`src/rtl/reg_wr_arbiter_if.sv`:
```
// Bundle of load-push, execution-write and register-file write-port signals
// around reg_wr_arbiter. The arbiter takes the slave side.
`ifndef MSB
`define MSB(x) ($clog2((x) + 1) - 1)
`endif
`ifndef REG_ADDR_MSB
`define REG_ADDR_MSB 3
`endif

interface reg_wr_arbiter_if #(
    parameter int WIDTH         = 16,
    parameter int N_THREADS     = 6,
    parameter int N_THREADS_MSB = `MSB(N_THREADS - 1),
    parameter int ADDR_MSB      = `REG_ADDR_MSB
);
    logic                     ld_req;
    logic [N_THREADS_MSB:0]   ld_thread;
    logic [ADDR_MSB:0]        ld_addr;
    logic [WIDTH-1:0]         ld_data;
    logic                     ld_ready;

    logic                     ex_wr_en;
    logic [1:0]               ex_sel;
    logic [N_THREADS_MSB:0]   ex_thread;
    logic [ADDR_MSB:0]        ex_addr;

    logic                     wr_en;
    logic                     mem_wr_en;
    logic [1:0]               reg_din_select;
    logic [WIDTH-1:0]         mem_din;
    logic [ADDR_MSB:0]        wr_addr;
    logic [N_THREADS_MSB:0]   wr_thread_num;
    logic [N_THREADS-1:0]     thread_pending;
    logic                     err;

    modport master (
        output ld_req, ld_thread, ld_addr, ld_data,
        output ex_wr_en, ex_sel, ex_thread, ex_addr,
        input  ld_ready, wr_en, mem_wr_en, reg_din_select, mem_din,
        input  wr_addr, wr_thread_num, thread_pending, err
    );

    modport slave (
        input  ld_req, ld_thread, ld_addr, ld_data,
        input  ex_wr_en, ex_sel, ex_thread, ex_addr,
        output ld_ready, wr_en, mem_wr_en, reg_din_select, mem_din,
        output wr_addr, wr_thread_num, thread_pending, err
    );
endinterface

```
`src/rtl/reg_wr_arbiter.sv`:
```
// Register-file write-port arbiter: ex writes win, buffered loads drain otherwise.
// Optional feature: define REG_WR_BYPASS_EN to let a load into an empty FIFO skip it.
`ifndef MSB
`define MSB(x) ($clog2((x) + 1) - 1)
`endif
`ifndef REG_ADDR_MSB
`define REG_ADDR_MSB 3
`endif

module reg_wr_arbiter #(
    parameter int WIDTH         = 16,
    parameter int N_THREADS     = 6,
    parameter int N_THREADS_MSB = `MSB(N_THREADS - 1),
    parameter int FIFO_DEPTH    = 4
) (
    input  logic              CLK,
    input  logic              rst_n,
    reg_wr_arbiter_if.slave   bus
);
    localparam int PTR_W = $clog2(FIFO_DEPTH);
    localparam int CNT_W = $clog2(FIFO_DEPTH + 1);
    localparam int TW    = N_THREADS_MSB + 1;
    localparam int AW    = `REG_ADDR_MSB + 1;

    logic [TW-1:0]    fifo_thread [FIFO_DEPTH];
    logic [AW-1:0]    fifo_addr   [FIFO_DEPTH];
    logic [WIDTH-1:0] fifo_data   [FIFO_DEPTH];

    logic [PTR_W-1:0] wr_ptr_q, wr_ptr_d;
    logic [PTR_W-1:0] rd_ptr_q, rd_ptr_d;
    logic [CNT_W-1:0] count_q, count_d;

    logic             wr_en_q, wr_en_d;
    logic             mem_wr_en_q, mem_wr_en_d;
    logic [1:0]       sel_q, sel_d;
    logic [WIDTH-1:0] mem_din_q, mem_din_d;
    logic [AW-1:0]    wr_addr_q, wr_addr_d;
    logic [TW-1:0]    wr_thread_q, wr_thread_d;
    logic             err_q, err_d;

    logic             ex_grant, ex_bad, ld_ready, accept, drop, pop, push, bypass;
    logic [TW-1:0]    head_thread;
    logic [AW-1:0]    head_addr;
    logic [WIDTH-1:0] head_data;

    always_comb begin
        ex_grant    = bus.ex_wr_en && (bus.ex_sel != 2'd0);
        ex_bad      = bus.ex_wr_en && (bus.ex_sel == 2'd0);
        ld_ready    = count_q < CNT_W'(FIFO_DEPTH);
        accept      = bus.ld_req && ld_ready;
        drop        = bus.ld_req && !ld_ready;
        pop         = !ex_grant && (count_q != '0);
`ifdef REG_WR_BYPASS_EN
        bypass      = accept && (count_q == '0) && !ex_grant;
`else
        bypass      = 1'b0;
`endif
        push        = accept && !bypass;
        head_thread = fifo_thread[rd_ptr_q];
        head_addr   = fifo_addr[rd_ptr_q];
        head_data   = fifo_data[rd_ptr_q];

        wr_ptr_d = wr_ptr_q + PTR_W'(push);
        rd_ptr_d = rd_ptr_q + PTR_W'(pop);
        case ({push, pop})
            2'b10:   count_d = count_q + CNT_W'(1);
            2'b01:   count_d = count_q - CNT_W'(1);
            default: count_d = count_q;
        endcase

        // Address/data/select hold their last value on idle cycles
        wr_en_d     = 1'b0;
        mem_wr_en_d = 1'b0;
        sel_d       = sel_q;
        mem_din_d   = mem_din_q;
        wr_addr_d   = wr_addr_q;
        wr_thread_d = wr_thread_q;
        if (ex_grant) begin
            wr_en_d     = 1'b1;
            sel_d       = bus.ex_sel;
            wr_addr_d   = bus.ex_addr;
            wr_thread_d = bus.ex_thread;
        end else if (pop) begin
            mem_wr_en_d = 1'b1;
            sel_d       = 2'd0;
            mem_din_d   = head_data;
            wr_addr_d   = head_addr;
            wr_thread_d = head_thread;
        end else if (bypass) begin
            mem_wr_en_d = 1'b1;
            sel_d       = 2'd0;
            mem_din_d   = bus.ld_data;
            wr_addr_d   = bus.ld_addr;
            wr_thread_d = bus.ld_thread;
        end

        err_d = err_q | drop | ex_bad;
    end

    always_ff @(posedge CLK) begin
        if (push) begin
            fifo_thread[wr_ptr_q] <= bus.ld_thread;
            fifo_addr[wr_ptr_q]   <= bus.ld_addr;
            fifo_data[wr_ptr_q]   <= bus.ld_data;
        end
    end

    always_ff @(posedge CLK) begin
        if (!rst_n) begin
            wr_ptr_q    <= '0;
            rd_ptr_q    <= '0;
            count_q     <= '0;
            wr_en_q     <= 1'b0;
            mem_wr_en_q <= 1'b0;
            sel_q       <= 2'd0;
            mem_din_q   <= '0;
            wr_addr_q   <= '0;
            wr_thread_q <= '0;
            err_q       <= 1'b0;
        end else begin
            wr_ptr_q    <= wr_ptr_d;
            rd_ptr_q    <= rd_ptr_d;
            count_q     <= count_d;
            wr_en_q     <= wr_en_d;
            mem_wr_en_q <= mem_wr_en_d;
            sel_q       <= sel_d;
            mem_din_q   <= mem_din_d;
            wr_addr_q   <= wr_addr_d;
            wr_thread_q <= wr_thread_d;
            err_q       <= err_d;
        end
    end

    // Per-thread count of loads still sitting in the FIFO
    for (genvar gi = 0; gi < N_THREADS; gi++) begin : g_pend
        logic [CNT_W-1:0] pend_q, pend_d;
        logic             inc, dec;

        always_comb begin
            inc    = push && (bus.ld_thread == TW'(gi));
            dec    = pop && (head_thread == TW'(gi));
            pend_d = pend_q;
            if (inc && !dec) begin
                pend_d = pend_q + CNT_W'(1);
            end else if (dec && !inc) begin
                pend_d = pend_q - CNT_W'(1);
            end
        end

        always_ff @(posedge CLK) begin
            if (!rst_n) begin
                pend_q <= '0;
            end else begin
                pend_q <= pend_d;
            end
        end

        assign bus.thread_pending[gi] = (pend_q != '0);
    end

    assign bus.ld_ready       = ld_ready;
    assign bus.wr_en          = wr_en_q;
    assign bus.mem_wr_en      = mem_wr_en_q;
    assign bus.reg_din_select = sel_q;
    assign bus.mem_din        = mem_din_q;
    assign bus.wr_addr        = wr_addr_q;
    assign bus.wr_thread_num  = wr_thread_q;
    assign bus.err            = err_q;
endmodule

```
`src/flat_wrapper.sv`:
```
// flat-port wrapper written by rule: the top's interface ports become plain ports
module reg_wr_arbiter_flat 
#(
    parameter int WIDTH         = 16,
    parameter int N_THREADS     = 6,
    parameter int N_THREADS_MSB = `MSB(N_THREADS - 1),
    parameter int FIFO_DEPTH    = 4
)
  (CLK, rst_n, bus_ld_req, bus_ld_thread, bus_ld_addr, bus_ld_data, bus_ex_wr_en, bus_ex_sel, bus_ex_thread, bus_ex_addr, bus_ld_ready, bus_wr_en, bus_mem_wr_en, bus_reg_din_select, bus_mem_din, bus_wr_addr, bus_wr_thread_num, bus_thread_pending, bus_err);
  reg_wr_arbiter_if #(.WIDTH(WIDTH), .N_THREADS(N_THREADS), .N_THREADS_MSB(N_THREADS_MSB), .ADDR_MSB((`REG_ADDR_MSB))) bus_i ();
  input  logic CLK;
  input  logic rst_n;
  input wire logic [$bits(bus_i.ld_req)-1:0] bus_ld_req;
  input wire logic [$bits(bus_i.ld_thread)-1:0] bus_ld_thread;
  input wire logic [$bits(bus_i.ld_addr)-1:0] bus_ld_addr;
  input wire logic [$bits(bus_i.ld_data)-1:0] bus_ld_data;
  input wire logic [$bits(bus_i.ex_wr_en)-1:0] bus_ex_wr_en;
  input wire logic [$bits(bus_i.ex_sel)-1:0] bus_ex_sel;
  input wire logic [$bits(bus_i.ex_thread)-1:0] bus_ex_thread;
  input wire logic [$bits(bus_i.ex_addr)-1:0] bus_ex_addr;
  output wire logic [$bits(bus_i.ld_ready)-1:0] bus_ld_ready;
  output wire logic [$bits(bus_i.wr_en)-1:0] bus_wr_en;
  output wire logic [$bits(bus_i.mem_wr_en)-1:0] bus_mem_wr_en;
  output wire logic [$bits(bus_i.reg_din_select)-1:0] bus_reg_din_select;
  output wire logic [$bits(bus_i.mem_din)-1:0] bus_mem_din;
  output wire logic [$bits(bus_i.wr_addr)-1:0] bus_wr_addr;
  output wire logic [$bits(bus_i.wr_thread_num)-1:0] bus_wr_thread_num;
  output wire logic [$bits(bus_i.thread_pending)-1:0] bus_thread_pending;
  output wire logic [$bits(bus_i.err)-1:0] bus_err;
  assign bus_i.ld_req = bus_ld_req;
  assign bus_i.ld_thread = bus_ld_thread;
  assign bus_i.ld_addr = bus_ld_addr;
  assign bus_i.ld_data = bus_ld_data;
  assign bus_i.ex_wr_en = bus_ex_wr_en;
  assign bus_i.ex_sel = bus_ex_sel;
  assign bus_i.ex_thread = bus_ex_thread;
  assign bus_i.ex_addr = bus_ex_addr;
  assign bus_ld_ready = bus_i.ld_ready;
  assign bus_wr_en = bus_i.wr_en;
  assign bus_mem_wr_en = bus_i.mem_wr_en;
  assign bus_reg_din_select = bus_i.reg_din_select;
  assign bus_mem_din = bus_i.mem_din;
  assign bus_wr_addr = bus_i.wr_addr;
  assign bus_wr_thread_num = bus_i.wr_thread_num;
  assign bus_thread_pending = bus_i.thread_pending;
  assign bus_err = bus_i.err;
  reg_wr_arbiter #(.WIDTH(WIDTH), .N_THREADS(N_THREADS), .N_THREADS_MSB(N_THREADS_MSB), .FIFO_DEPTH(FIFO_DEPTH)) u_core (.CLK(CLK), .rst_n(rst_n), .bus(bus_i));
endmodule
```
`config.mk`:
```
export PLATFORM = sky130hd
export DESIGN_NAME = reg_wr_arbiter_flat
export DESIGN_NICKNAME = d
export VERILOG_FILES = /design/src/rtl/reg_wr_arbiter_if.sv /design/src/rtl/reg_wr_arbiter.sv /design/src/flat_wrapper.sv
export SDC_FILE = /design/constraint.sdc
export NUM_CORES = 1
export LEC_CHECK = 0
export ABC_AREA = 1
export BUFFER_PORTS_ARGS = -buffer_cell sky130_fd_sc_hd__buf_2
export CAP_MARGIN = 20
export CORE_MARGIN = 2
export CORE_UTILIZATION = 53
export DETAILED_ROUTE_END_ITERATION = 8
export PLACE_DENSITY = 0.74
export SLEW_MARGIN = 5
export SYNTH_ARGS = -nofsm -noshare
export SYNTH_HDL_FRONTEND = slang
export SYNTH_SLANG_ARGS = --single-unit
```
`constraint.sdc`:
```
create_clock -name CLK -period 3.75 [get_ports CLK]
set_input_delay 0.375 -clock CLK [delete_from_list [all_inputs] [get_ports CLK]]
set_output_delay 0.375 -clock CLK [all_outputs]
set_load 0.01 [all_outputs]
```
==> implementation parameters <==
Parameter                              Value

Run status
  Result of the run ... completed

Clock network
  Clock buffer count from CTS ... 17
  Clock slew at reported path FFs ... 60 ps
  Post-CTS setup buffer count ... 0
  Clock latency reported for the late side of the worst-skew pair ... 420 ps
  Root buf cell ... sky130_fd_sc_hd__clkbuf_16
  Hold-fix buffer count after cts ... 0
  Clock Tree Buf Depth ... 2
  Num Clock Sinks ... 145
  Maximum level of the CTS H-tree ... 4
  CTS tree ... built
  Number of cells upsized or downsized after cts ... 0

Yosys
  Ys flop type ... sky130_fd_sc_hd__edfxtp_1
  Register area share after synthesis ... 0.6401
  Commonest cells in the synthesized netlist ... sky130_fd_sc_hd__nor2_1, sky130_fd_sc_hd__o21ai_0, sky130_fd_sc_hd__edfxtp_1
  Largest family of logic cells by synthesized area ... simple AND/OR/NAND/NOR gates
  Fraction of synthesis flops using an asynchronous set or reset pin ... 0
  Synthesized net count ... 638
  Compound-gate portion of the synthesized area ... 0.1116
  Synthesized instance count ... 586
  Most area-hungry cell type in the Yosys netlist ... sky130_fd_sc_hd__edfxtp_1
  Portion of netlist area occupied by mux cells ... 0
  Number of distinct library cells after synthesis ... 28
  Number of synthesized flops with an enable pin ... 92
  Combined area of all synthesized cells ... 0.005973 mm^2
  Yosys reg bits ... 145
  Avg Synthesized Cell Area ... 10.19 um^2
  Area share of the leading cell type in the synthesized netlist ... 0.4625
  Area share of fa/ha/maj cells after synthesis ... 0.04231
  Leading cell type by number of instances after synthesis ... sky130_fd_sc_hd__nor2_1
  Xor/xnor share of the synthesized area ... 0.002933
  Top cells by area in the synthesized netlist ... sky130_fd_sc_hd__edfxtp_1, sky130_fd_sc_hd__dfxtp_1, sky130_fd_sc_hd__o21ai_0, sky130_fd_sc_hd__nor2_1, sky130_fd_sc_hd__nand2_1
  Yosys warnings ... 0
  Basic-gate share of the synthesized area counting and, or, nand and nor cells ... 0.1504

Setup path
  Setup CP Type ... reg -> reg
  Endpoint of the worst register-to-register path ... u_core.g_pend[1].pend_q[2]$_SDFFE_PN0P_
  Data required time of the worst path ... 4110 ps
  Max FO, Critical Path ... 22
  Worst Path Arrival ... 2870 ps
  Worst R2R Path Depth ... 14
  Worst reg2reg setup slack ... 1240 ps
  Sort of element at the start of the critical path ... register
  Startpoint of the worst-slack reg-to-reg timing path ... u_core.rd_ptr_q[0]$_SDFF_PN0_
  Worst setup EP type ... register

STA
  Post-layout minimum cycle time ... 2512 ps
  Total negative setup slack ... 0 ps
  Maximum frequency from static timing analysis ... 0.3981 GHz
  RSZ-0062 raised after global routing ... false
  Maximum clock skew at final layout ... 8.071 ps
  Hold Vio Cnt, Final ... 0
  Setup WS post-layout ... 1238 ps
  Count of final max-slew check failures ... 0
  Period utilization ... 0.6698
  Final setup violating endpoints ... 0
  Relative slew margins ... 0.4822
  Tightest Pin Transition ... 776.7 ps

Power
  Leakage power ... 2.806 nW
  Worst supply voltage drop on vdd ... 0.4772 mV
  Ratio of total power to cell area ... 759.8 mW/mm^2

Layout
  Antenna diode count ... 0
  Growth of design area from synthesis to finish ... 17.41%
  Fraction of layout cells with a size suffix above 1 ... 0.1855
  Fin util ... 0.6413
  Total number of nets in the final design ... 713
  Multi-input combinational cell area ... 0.001856 mm^2
  Total of fill cells in the finished design ... 861
  Area taken by flip-flops and latches ... 0.003824 mm^2
  Design Area, Final ... 0.007013 mm^2

Drt
  Routed wire length ... 12,160 um
  DR iter-0 viols ... 292
  Number of nets with antenna violations after routing ... 0
  Per-cell routed wire length ... 14.94 um
  Routed vias/inst ... 5.201
  Detailed-route via count ... 4,234
  Post-route DRC ... 0
  Number of iterations in the first detailed-routing pass ... 6

Placement
  Instance area at placement ... 0.006464 mm^2
  Global placer's final weighted congestion ... 0.7984
  Detailed-placement wirelength estimate ... 7463 um
  Worst setup slack after placement ... 1145 ps
  Number of input and output port buffers inserted ... 70

GRT
  Largest net degree at the start of global routing ... 46
  Global route total overflow ... 0
  First-pass GRT wire length ... 19,550 um
  Initial antenna violation count ... 0
  Number of global-route vias before repair ... 4,233
  Global-route usage over all layers ... 0.2173

Die
  Die Y-Extent ... 110.2 um
  Effective utilization at floorplan ... 0.5462
  Width of the die ... 110.2 um
  Total die area ... 0.01214 mm^2
  I/O pin total ... 71
  Core ar. ... 0.01094 mm^2
  Std cell rows ... 38

Min path
  Hold path cells ... 1
  Hold path endpoint ... u_core.fifo_data[0][7]$_DFFE_PP_
  Hold Startpoint ... bus_ld_data[7]
  Kind of path behind the tightest hold check ... in -> reg

Job
  Max-cap check violation count ... 0
==> worst max-delay path, stage by stage (launching register included) <==
cell and delay [ps]:
sky130_fd_sc_hd__dfxtp_1 750, sky130_fd_sc_hd__o21ai_0 200, sky130_fd_sc_hd__nand2_1 90, sky130_fd_sc_hd__nand2_1 90, sky130_fd_sc_hd__inv_1 110, sky130_fd_sc_hd__nor2_1 60, sky130_fd_sc_hd__nand2_1 60, sky130_fd_sc_hd__ha_1 130
sky130_fd_sc_hd__inv_1 60, sky130_fd_sc_hd__fa_1 380, sky130_fd_sc_hd__a21oi_1 150, sky130_fd_sc_hd__o21ai_0 120, sky130_fd_sc_hd__nand2_1 90, sky130_fd_sc_hd__nand2_1 50, sky130_fd_sc_hd__nor2_1 110
==> stage by stage <==
step	cells	hold slack, ps	power (mW)
final	814	161.7	5.328
after global routing	814	151.7	5.690
after CTS	814	154.8	5.370
after detailed placement	782	467.7	3.816
after global placement	782	455.6	3.730
after floorplan	586	442.3	3.323
==> cells by family (layout without fill, tap and decap cells) <==
logic type	count (synthesis)	in the layout
AO/OA/AOI/OAI	128	128
XOR/XNOR	2	2
adder cells (fa/ha/maj)	16	16
buffers and inverters	75	163
flip-flops	145	145
AND/OR/NAND/NOR	220	220
==> final cells by class <==
type / instances / share of cell area
sequential: 145 / 0.5452
tap: 140 / 0.02498
inverter: 53 / 0.02837
timing repair buffer: 78 / 0.05852
multi-input combinational: 366 / 0.2646
clock buffer: 19 / 0.06173
clock inverter: 13 / 0.01659
==> worst max-delay path by stage <==
stage                                        start                                      end  slack (ps)  depth (start not counted)
floorplan           u_core.count_q[2]$_SDFFE_PN0P_         u_core.fifo_addr[0][0]$_DFFE_PP_         940                          4
CTS                  u_core.rd_ptr_q[0]$_SDFF_PN0_  u_core.g_pend[1].pend_q[2]$_SDFFE_PN0P_        1220                         14
detailed placement                   bus_ex_sel[0]  u_core.g_pend[3].pend_q[1]$_SDFFE_PN0P_        1140                         12
finish               u_core.rd_ptr_q[0]$_SDFF_PN0_  u_core.g_pend[1].pend_q[2]$_SDFFE_PN0P_        1240                         14
global route         u_core.rd_ptr_q[0]$_SDFF_PN0_  u_core.g_pend[1].pend_q[2]$_SDFFE_PN0P_         920                         14
global placement                     bus_ex_sel[0]  u_core.g_pend[3].pend_q[1]$_SDFFE_PN0P_        1210                         12
==> report_power, final <==
group	leakage, nW	total (mW)	internal, mW	switching [mW]
clock network	0.263	1.54	0.908	0.635
registers	1.28	2.22	2.04	0.181
logic	1.26	1.57	0.525	1.04
total	2.81	5.33	3.47	1.86
==> layer usage <==
| metal | GRT usage | part of all wire | vias to the layer above |
|---|---|---|---|
| li1 | - | - | 2121 |
| met1 | 0.2578 | 0.43 | 1974 |
| met2 | 0.3672 | 0.50 | 120 |
| met3 | 0.06584 | 0.057 | 19 |
| met4 | 0.09286 | 0.018 | 0 |
| met5 | 0 | 0 | - |
==> state kept, by name (all words and copies together), names as in the netlist, 2 cells and up <==
| signal | cells |
|---|---|
| u_core.bus.mem_din | 16 |
| u_core.bus.wr_addr | 4 |
| u_core.count_q | 3 |
| u_core.bus.wr_thread_num | 3 |
| u_core.fifo_data | 64 |
| u_core.g_pend.pend_q | 18 |
| u_core.fifo_addr | 16 |
| u_core.wr_ptr_q | 2 |
| u_core.fifo_thread | 12 |
| u_core.rd_ptr_q | 2 |
| u_core.bus.reg_din_select | 2 |
==> placed cells by master (no fill, tap or decap), types with 4 or more instances in the layout <==
cell and count:
sky130_fd_sc_hd__nor2_1 113, sky130_fd_sc_hd__o21ai_0 94, sky130_fd_sc_hd__edfxtp_1 92, sky130_fd_sc_hd__nand2_1 76, sky130_fd_sc_hd__buf_2 70, sky130_fd_sc_hd__dfxtp_1 53
sky130_fd_sc_hd__inv_1 50, sky130_fd_sc_hd__a21oi_1 25, sky130_fd_sc_hd__clkbuf_16 17, sky130_fd_sc_hd__nand3_1 11, sky130_fd_sc_hd__ha_1 9, sky130_fd_sc_hd__buf_4 8
sky130_fd_sc_hd__fa_1 7, sky130_fd_sc_hd__clkinv_4 5, sky130_fd_sc_hd__nor3_1 4, sky130_fd_sc_hd__nor3_2 4, sky130_fd_sc_hd__o21ai_1 4, sky130_fd_sc_hd__clkinv_2 4
(Power assumes the default switching activity.)
